File: src/rtl/muldiv_pkg.sv
// Shared RV32M opcode constants, FSM encoding and operand-signedness decode
// for the iterative multiply/divide unit.
package muldiv_pkg;

  localparam logic [2:0] F_MUL    = 3'b000;
  localparam logic [2:0] F_MULH   = 3'b001;
  localparam logic [2:0] F_MULHSU = 3'b010;
  localparam logic [2:0] F_MULHU  = 3'b011;
  localparam logic [2:0] F_DIV    = 3'b100;
  localparam logic [2:0] F_DIVU   = 3'b101;
  localparam logic [2:0] F_REM    = 3'b110;
  localparam logic [2:0] F_REMU   = 3'b111;

  typedef enum logic [1:0] {
    IDLE = 2'd0,
    CALC = 2'd1,
    FIX  = 2'd2,
    DONE = 2'd3
  } state_t;

  function automatic logic a_is_signed(input logic [2:0] f);
    return (f == F_MULH) || (f == F_MULHSU) || (f == F_DIV) || (f == F_REM);
  endfunction

  function automatic logic b_is_signed(input logic [2:0] f);
    return (f == F_MULH) || (f == F_DIV) || (f == F_REM);
  endfunction

endpackage

File: src/rtl/muldiv_unit.sv
// Iterative RV32M multiply/divide: one radix-2 step per cycle on magnitudes,
// followed by a single sign-fix cycle. Divide-by-zero and overflow skip straight to DONE.
module muldiv_unit
  import muldiv_pkg::*;
#(
  parameter int XLEN = 32
) (
  input  logic            clk,
  input  logic            rst_n,
  input  logic            in_valid,
  output logic            in_ready,
  input  logic [2:0]      funct3,
  input  logic [XLEN-1:0] a,
  input  logic [XLEN-1:0] b,
  input  logic            flush,
  output logic            out_valid,
  input  logic            out_ready,
  output logic [XLEN-1:0] result,
  output logic            busy
);

  localparam logic [XLEN-1:0] INT_MIN = {1'b1, {(XLEN-1){1'b0}}};

  state_t            state, state_nxt;
  logic [2:0]        op_q;
  logic [2*XLEN-1:0] acc;
  logic [XLEN-1:0]   opb_q;
  logic [5:0]        cnt;
  logic              neg_q, neg_r;
  logic [XLEN-1:0]   res_q;

  logic            accept, neg_a, neg_b, div_zero, div_ovf, bypass;
  logic [XLEN-1:0] mag_a, mag_b, bypass_res;

  assign accept   = (state == IDLE) && in_valid && !flush;
  assign neg_a    = a_is_signed(funct3) && a[XLEN-1];
  assign neg_b    = b_is_signed(funct3) && b[XLEN-1];
  assign mag_a    = neg_a ? (~a + 1'b1) : a;
  assign mag_b    = neg_b ? (~b + 1'b1) : b;
  assign div_zero = funct3[2] && (b == '0);
  assign div_ovf  = ((funct3 == F_DIV) || (funct3 == F_REM)) && (a == INT_MIN) && (b == '1);
  assign bypass   = div_zero || div_ovf;

  // funct3[1] separates REM* from DIV* within the divide group.
  always_comb begin
    bypass_res = '0;
    if (div_zero)
      bypass_res = funct3[1] ? a : '1;
    else if (div_ovf)
      bypass_res = funct3[1] ? '0 : INT_MIN;
  end

  logic [XLEN:0]     mul_sum, div_t;
  logic [XLEN-1:0]   div_diff;
  logic              div_ge;
  logic [2*XLEN-1:0] prod;
  logic [XLEN-1:0]   quo, rem, fix_res;

  assign mul_sum  = {1'b0, acc[2*XLEN-1:XLEN]} + (acc[0] ? {1'b0, opb_q} : '0);
  assign div_t    = acc[2*XLEN-1:XLEN-1];
  assign div_ge   = div_t >= {1'b0, opb_q};
  assign div_diff = div_t[XLEN-1:0] - opb_q;
  assign prod     = neg_q ? (~acc + 1'b1) : acc;
  assign quo      = neg_q ? (~acc[XLEN-1:0] + 1'b1) : acc[XLEN-1:0];
  assign rem      = neg_r ? (~acc[2*XLEN-1:XLEN] + 1'b1) : acc[2*XLEN-1:XLEN];

  always_comb begin
    fix_res = rem;
    case (op_q)
      F_MUL:                     fix_res = prod[XLEN-1:0];
      F_MULH, F_MULHSU, F_MULHU: fix_res = prod[2*XLEN-1:XLEN];
      F_DIV, F_DIVU:             fix_res = quo;
      default:                   fix_res = rem;
    endcase
  end

  always_ff @(posedge clk or negedge rst_n) begin
    if (!rst_n) state <= IDLE;
    else        state <= state_nxt;
  end

  // Flush overrides every other transition, including acceptance and consumption.
  always_comb begin
    state_nxt = state;
    case (state)
      IDLE:    if (accept) state_nxt = bypass ? DONE : CALC;
      CALC:    if (cnt == 6'd31) state_nxt = FIX;
      FIX:     state_nxt = DONE;
      DONE:    if (out_ready) state_nxt = IDLE;
      default: state_nxt = IDLE;
    endcase
    if (flush) state_nxt = IDLE;
  end

  // Multiply keeps the multiplier in acc's low half and shifts right;
  // divide keeps remainder:dividend in acc and shifts left.
  always_ff @(posedge clk or negedge rst_n) begin
    if (!rst_n) begin
      op_q  <= '0;
      acc   <= '0;
      opb_q <= '0;
      cnt   <= '0;
      neg_q <= 1'b0;
      neg_r <= 1'b0;
      res_q <= '0;
    end else begin
      case (state)
        IDLE: if (accept) begin
          op_q  <= funct3;
          acc   <= {{XLEN{1'b0}}, mag_a};
          opb_q <= mag_b;
          cnt   <= '0;
          neg_q <= neg_a ^ neg_b;
          neg_r <= neg_a;
          res_q <= bypass_res;
        end
        CALC: begin
          if (op_q[2])
            acc <= {div_ge ? div_diff : div_t[XLEN-1:0], acc[XLEN-2:0], div_ge};
          else
            acc <= {mul_sum, acc[XLEN-1:1]};
          cnt <= cnt + 6'd1;
        end
        FIX:     res_q <= fix_res;
        default: ;
      endcase
    end
  end

  assign in_ready  = (state == IDLE);
  assign busy      = (state != IDLE);
  assign out_valid = (state == DONE);
  assign result    = (state == DONE) ? res_q : '0;

endmodule

File: config.mk
export PLATFORM = sky130hd
export DESIGN_NAME = muldiv_unit
export DESIGN_NICKNAME = d
export VERILOG_FILES = /design/src/rtl/muldiv_pkg.sv /design/src/rtl/muldiv_unit.sv
export SDC_FILE = /design/constraint.sdc
export NUM_CORES = 1
export LEC_CHECK = 0
export ABC_AREA = 1
export CORE_MARGIN = 10
export CORE_UTILIZATION = 30
export CTS_CLUSTER_SIZE = 12
export DETAILED_ROUTE_END_ITERATION = 10
export GPL_TIMING_DRIVEN = 0
export PLACE_DENSITY = 0.48
export SETUP_SLACK_MARGIN = 0.3
export SLEW_MARGIN = 10
export SYNTH_ARGS = -nofsm -noshare
export SYNTH_HDL_FRONTEND = slang
export SYNTH_SLANG_ARGS = --single-unit
File: constraint.sdc
create_clock -name clk -period 3.45 [get_ports clk]
set_input_delay 0.69 -clock clk [delete_from_list [all_inputs] [get_ports clk]]
set_output_delay 0.69 -clock clk [all_outputs]
set_load 0.01 [all_outputs]
==> PnR_summary.wiki, run 1 <==
{| class="wikitable"
! Metric !! Value
|-
| Antenna-violating nets left || 0
|-
| Number of global-route vias before repair || 19.8k
|-
| Number of sinks handled by clock tree synthesis || 141
|-
| Initial antenna violation count || 1
|-
| Remaining Overflow, GRT || 0
|-
| Sw frac || 62.4%
|-
| Routability Congestion || 1.02
|-
| Worst Hold Class || input port to asynchronous set/reset pin
|-
| Worst clock skew || 0.0113 ns
|-
| Unique cell type count in the Yosys netlist || 47
|-
| CTS HTree Levels || 4
|-
| Max Root-Sink Buffers || 2
|-
| Layout-stage area growth over the synthesis result || 15.9%
|-
| Final worst setup slack || 0.419 ns
|-
| R2r setup slk || 0.42 ns
|-
| Slowest cell on the critical path || dfrtp_1
|-
| Maximum number of pins on one net before global-route repair || 96
|-
| Number of gates on the worst path with buffers counted || 14
|-
| Starting Density || 30.5%
|-
| Dominant delay contributor by cell family on the critical path || simple AND/OR/NAND/NOR gates
|-
| Total power per unit cell area || 993 nW/µm²
|-
| Core box area || 56700 µm²
|-
| Number of pins exceeding their max-slew limit in the final report || 0
|-
| First-pass GRT wire length || 133000 µm
|-
| Total I/O pin count || 107
|-
| Layout net count || 3365
|-
| GRT Total Usage || 26.7%
|-
| Dominant register cell in the synthesized netlist || dfrtp_1
|-
| Synth Warn # || 0
|-
| Seq/Total Area, Yosys || 20.4%
|-
| Worst ir drop on vdd || 460 µV
|-
| Final worst path period need || 3.03 ns
|-
| Fraction of final layout cells with drive strength greater than 1 || 4.52%
|-
| Standard-cell rows || 87
|-
| Cell breakdown of the critical path || ha_2 -> nand2_1 -> nor2_1 -> nand2_1 -> nor2_1 -> nand3_1 -> nand2_1 -> nor2_2 -> nand2_4 -> nand2_1 -> inv_2 -> nand2_1 -> nand3_1 -> nand2_1
|-
| Max-cap violations || 0
|-
| Clock buffer count from CTS || 17
|-
| Part of the power in the clock network || 9.8%
|-
| CP Class || flop to flop
|-
| Setup Total Neg Slack || 0 ns
|-
| Psw || 0.0124 W
|-
| Clock Root Buffer || clkbuf_16
|-
| Vias || 21.4k
|-
| TritonCTS clock tree || yes
|-
| Result of the run || finished, final reports clean
|-
| HPWL after detailed placement || 77100 µm
|-
| Final Hold Viols || 0
|-
| Worst reg2reg startpoint || acc[58]
|-
| Quantity of I/O buffers inserted on ports || 106
|-
| Pre-CTS setup slack || -0.262 ns
|-
| Static Leak || 10.1 nW
|-
| Final worst path period share || 87.8%
|-
| Clock slew at reported path FFs || 0.07 ns
|-
| Proportion of power drawn by flip-flops and latches || 19.2%
|-
| Register-to-Register Path Depth || 14
|-
| Total wire length || 92000 µm
|-
| CP Capture Type || flop
|-
| WL/cell || 23.1 µm
|-
| Combinational group share of total power || 71.0%
|-
| N_diodes || 0
|-
| Initial DRC count || 2378
|-
| Number of fill cells || 6433
|-
| Clock insertion delay at the later pin of the skew report || 0.51 ns
|-
| Internal portion of total power || 0.00748 W
|-
| Cell Area, Synth || 17300 µm²
|-
| Worst slew margin relative to its limit || 28.2%
|-
| RSZ-0062 raised after global routing || true
|-
| Endpoint arrival time on the critical path || 3.42 ns
|-
| Highest clock frequency the design can meet || 0.330 GHz
|-
| Avg Cell Area, Syn || 5.60 µm²
|-
| Cell repeated most along the worst path || nand2_1
|-
| Number of nets in the synthesized netlist || 3235
|-
| Count of mapped cells out of synthesis || 3087
|-
| Worst R2R End || acc[39]
|-
| Crit path buf inv count || 1
|-
| Crit path max fanout || 10
|-
| Setup violators final || 0
|-
| Die area || 67600 µm²
|-
| Number of synthesized flops with an enable pin || 0
|-
| Type of origin of the critical path || flop
|-
| Post-detailed-route DRC marker count || 0
|-
| Total of flip-flops plus latches after synthesis || 141
|-
| Post-DR vias/cell || 5.38
|-
| Async set-reset flop share out of synthesis || 100%
|-
| Vertical extent of the die || 260 µm
|-
| Max stage delay on crit path || 0.66 ns
|-
| Horiz. Die Dim || 260 µm
|-
| First-pass detailed-route iteration total || 7
|-
| Worst slew pin tran || 1.08 ns
|-
| Endpoint required time on the critical path || 3.84 ns
|}
[flip-flops by register name, summed over array words and instances, names as in the netlist]
register  count
acc          64
cnt           6
neg_q         1
neg_r         1
op_q          3
opb_q        32
res_q        32
state         2
[worst max path at each step]
stage / from / to / slack [ns]
after floorplan: acc[0] / acc[59] / 1.03
after global placement: rst_n / res_q[5] / -4.64
after detailed placement: b[0] / res_q[16] / -0.26
after CTS: state[0] / result[22] / 0.29
after global routing: acc[0] / acc[59] / 0.29
final: acc[58] / acc[39] / 0.42
[what timing repair did]
| item | CTS | global route |
|---|---|---|
| hold buffers | 0 | 0 |
| gates resized for setup | 11 | 28 |
| endpoints found under the setup margin | 44 | 55 |
| pin swaps | 0 | 0 |
| buffers inserted | 0 | 4 |
[layout make-up]
class	count	area, µm²	area share [%]
Buffer	102	527	2.63
Clock buffer	18	439	2.19
Clock inverter	14	146	0.731
Inverter	433	1630	8.13
Multi-Input combinational cell	2411	11700	58.3
Sequential cell	141	3530	17.6
Tap cell	756	946	4.72
Timing Repair Buffer	111	1120	5.61
[through the flow]
stage,hold slack [ns],area [µm²],util (%),instances,total power (W)
6_report,0.0919,20000,35.3,3986,0.0199
3_5_place_dp,0.474,19300,34.1,3950,0.0173
5_1_grt,0.107,20000,35.3,3986,0.0213
4_1_cts,0.0902,19900,35.1,3982,0.0193
3_3_place_gp,0.470,19300,34.0,3949,0.0173
2_1_floorplan,0.394,17300,-,3087,0.0119
[power groups by stage]
stage	sequential, W	combinational [W]	clock, W
2_1_floorplan	0.00295	0.00891	0
5_1_grt	0.00386	0.0154	0.00204
4_1_cts	0.00371	0.0136	0.00196
3_3_place_gp	0.00373	0.0136	0
3_5_place_dp	0.00374	0.0136	0
6_report	0.00382	0.0141	0.00194
[synthesized netlist by cell type (4+ instances only)]
library cell	instances	share of area [%]
nand3b_1	23	1.0
buf_6	5	0.33
o22ai_1	7	0.25
inv_1	422	9.2
a21o_1	5	0.22
a31oi_1	31	1.1
ha_1	74	5.4
nand3_2	8	0.46
nor4_1	6	0.22
nor2_4	5	0.33
nor3_1	43	1.2
nand2_1	877	19
xnor2_1	16	0.81
o21ai_0	228	6.6
buf_2	17	0.49
nand2_2	8	0.29
or2_2	4	0.14
xor2_1	38	1.9
o21bai_1	8	0.35
clkbuf_1	64	1.4
nand3_1	293	8.5
o211ai_1	4	0.17
o21ai_1	15	0.43
inv_2	8	0.17
nor2_2	13	0.47
dfrtp_1	141	20
buf_1	6	0.13
a21oi_1	210	6.1
nor2_1	427	9.3
nand4_1	48	1.7
[layer usage]
metal | global-route usage, % | vias up | part of all wire, %
li1 | - | 10200 | -
met1 | 38.7 | 10100 | 47
met2 | 38.2 | 952 | 41
met3 | 6.14 | 137 | 9.6
met5 | 0 | - | 0.014
met4 | 8.40 | 2 | 3.0
[kinds of logic (layout without fill, tap and decap cells)]
kind of cell,count (synthesis),in the layout,synth area share [%]
AND/OR/NAND/NOR,1757,1757,42.9
buffers and inverters,535,678,12.4
AO/OA/AOI/OAI,524,524,16.0
flip-flops,141,141,20.4
adder cells (fa/ha/maj),76,76,5.59
XOR/XNOR,54,54,2.74
[layout by cell type (no fill, tap or decap), drive strengths merged, types with 4 or more instances in the layout]
cell           instances
nand2                886
a21o                   5
o21bai                 8
xor2                  38
a21oi                212
nand4                 48
xnor2                 16
clkbuf                88
dfrtp                141
o22ai                  7
nand3b                23
or2                    4
inv                  440
o211ai                 6
nand3                301
nor2                 445
a31oi                 31
clkdlybuf4s50        105
nor3                  43
buf                   37
nor4                   7
ha                    74
o21ai                246
clkinv                 5
(Power assumes the default switching activity.)
==> run 2, diff against run 1 <==
--- a/config.mk
+++ b/config.mk
@@ -13,6 +13,7 @@
 export GPL_TIMING_DRIVEN = 0
 export PLACE_DENSITY = 0.48
 export SETUP_SLACK_MARGIN = 0.3
+export SKIP_CTS_REPAIR_TIMING = 1
 export SLEW_MARGIN = 10
 export SYNTH_ARGS = -nofsm -noshare
 export SYNTH_HDL_FRONTEND = slang
==> run 2 against run 1 <==
Against the previous run: via count is 0.30% higher; count of clock-buffer cells in the layout unchanged; first-iteration DRC count grew 1.8%; largest power group unchanged; critical path depth did not move; critical endpoint is now acc[49]; setup slack better by 0.021 ns; clock power about the same; critical path type unchanged; die area did not move; fmax up 0.71%; non-clock buffer count did not move; global-route usage about the same.
==> PnR_summary.wiki, run 2 (synthesis gave the netlist of run 1 again) <==
{| class="wikitable"
! Metric !! Value
|-
| Setup Total Neg Slack || 0 ns
|-
| Vertical extent of the die || 260 µm
|-
| Worst ir drop on vdd || 458 µV
|-
| Worst slew pin tran || 1.09 ns
|-
| N_diodes || 0
|-
| TritonCTS clock tree || yes
|-
| Total wire length || 92300 µm
|-
| Fraction of final layout cells with drive strength greater than 1 || 4.55%
|-
| Starting Density || 30.5%
|-
| CP Capture Type || flop
|-
| Maximum number of pins on one net before global-route repair || 96
|-
| Share of the core filled with cells in the final layout || 35.3%
|-
| Clock slew at reported path FFs || 0.07 ns
|-
| Initial antenna violation count || 1
|-
| Type of origin of the critical path || flop
|-
| Post-DR vias/cell || 5.39
|-
| Design area || 20000 µm²
|-
| Most flops, register || acc
|-
| Max-cap violations || 0
|-
| Antenna-violating nets left || 0
|-
| Highest clock frequency the design can meet || 0.332 GHz
|-
| Clock buffer count from CTS || 17
|-
| First-pass GRT wire length || 133000 µm
|-
| GRT Total Usage || 26.7%
|-
| Worst Hold Class || input port to asynchronous set/reset pin
|-
| R2r setup slk || 0.44 ns
|-
| Number of pins exceeding their max-slew limit in the final report || 0
|-
| Crit path max fanout || 10
|-
| Routability Congestion || 1.02
|-
| Endpoint arrival time on the critical path || 3.40 ns
|-
| Final worst path period share || 87.2%
|-
| Final std cells w/o fill || 3986
|-
| Most used cells in the layout excluding fill and tap cells || nand2_1, nor2_1, inv_1
|-
| Initial DRC count || 2421
|-
| Placed Cells incl. Taps || 3950
|-
| HPWL after detailed placement || 77100 µm
|-
| Layout net count || 3365
|-
| Remaining Overflow, GRT || 0
|-
| Post-DP Area || 19300 µm²
|-
| Die area || 67600 µm²
|-
| Final worst setup slack || 0.441 ns
|-
| Result of the run || finished, final reports clean
|-
| Total I/O pin count || 107
|-
| Number of global-route vias before repair || 19.8k
|-
| Quantity of I/O buffers inserted on ports || 106
|-
| Core box area || 56700 µm²
|-
| Clock Root Buffer || clkbuf_16
|-
| First-pass detailed-route iteration total || 6
|-
| CP Class || flop to flop
|-
| Final worst path period need || 3.01 ns
|-
| Final Hold Viols || 0
|-
| RSZ-0062 raised after global routing || true
|-
| Worst slew margin relative to its limit || 27.4%
|-
| Standard-cell rows || 87
|-
| Max Root-Sink Buffers || 2
|-
| Number of sinks handled by clock tree synthesis || 141
|-
| Total power per unit cell area || 994 nW/µm²
|-
| Endpoint required time on the critical path || 3.84 ns
|-
| Horiz. Die Dim || 260 µm
|-
| Worst clock skew || 0.0124 ns
|-
| Max FFs per register || 64
|-
| Post-detailed-route DRC marker count || 0
|-
| Most common cell after layout, fill and taps aside || nand2_1
|-
| Vias || 21.5k
|-
| Setup violators final || 0
|-
| WL/cell || 23.1 µm
|-
| Clock insertion delay at the later pin of the skew report || 0.51 ns
|-
| Regs by FF count || acc x64, opb_q x32, res_q x32
|-
| Layout-stage area growth over the synthesis result || 15.9%
|-
| CTS HTree Levels || 4
|-
| Pre-CTS setup slack || -0.262 ns
|-
| Static Leak || 10.1 nW
|}
run 2: changes by cell type in the layout (fill, tap and decap cells not counted):
cell     previous run  this run
nand2_1           874       873
nand2_2            11        12
run 2: layer usage:
metal | wire length [µm] | vias up | global-route usage, %
li1 | - | 10200 | -
met1 | 43100 | 10200 | 38.7
met2 | 37700 | 959 | 38.2
met3 | 8750 | 128 | 6.14
met4 | 2640 | 2 | 8.40
met5 | 13 | - | 0
run 2: final cells by class:
| cell class | count | area [µm²] |
|---|---|---|
| Buffer | 102 | 527 |
| Timing Repair Buffer | 111 | 1120 |
| Multi-Input combinational cell | 2411 | 11700 |
| Clock inverter | 14 | 146 |
| Tap cell | 756 | 946 |
| Sequential cell | 141 | 3530 |
| Inverter | 433 | 1630 |
| Fill cell | 6430 | 36700 |
| Clock buffer | 18 | 439 |
run 2: stage by stage:
stage                     power [W]  hold WS (ns)
final                        0.0199        0.0967
after detailed placement     0.0173         0.474
after global placement       0.0173         0.470
after CTS                    0.0193        0.0902
after global routing         0.0213         0.107
after floorplan              0.0119         0.394
run 2: path summary, 6_finish.rpt:
check                          start         to  cells after the start
max in group asynchronous      rst_n   res_q[8]                      2
min                            rst_n  opb_q[30]                      1
max reg2reg                  acc[38]    acc[49]                     14
min in group clk           res_q[30]  res_q[30]                      2
max                          acc[38]    acc[49]                     14
min reg2reg                res_q[30]  res_q[30]                      2
run 2: critical path, cell delays in order (launching register included):
cell	delay, ns
dfrtp_1	0.74
ha_1	0.40
nand2_2	0.14
inv_1	0.05
a21oi_1	0.24
nand3_2	0.16
nand2_1	0.12
nand2_2	0.09
nand2_2	0.11
nand2_4	0.09
nor2_4	0.26
buf_6	0.21
a21oi_1	0.12
nand3_1	0.09
nand2_1	0.06
run 2: power by group:
group / switching [W] / internal (W) / total, W
Clock: 0.000910 / 0.00104 / 0.00195
Combinational: 0.0101 / 0.00406 / 0.0141
Sequential: 0.00145 / 0.00239 / 0.00384
Total: 0.0124 / 0.00748 / 0.0199
==> run 3, diff against run 2 <==
--- a/config.mk
+++ b/config.mk
@@ -13,7 +13,6 @@
 export GPL_TIMING_DRIVEN = 0
 export PLACE_DENSITY = 0.48
 export SETUP_SLACK_MARGIN = 0.3
-export SKIP_CTS_REPAIR_TIMING = 1
 export SLEW_MARGIN = 10
 export SYNTH_ARGS = -nofsm -noshare
 export SYNTH_HDL_FRONTEND = slang
==> results of run 3 <==
No change in the layout: final DEF, timing and power equal those of run 1.
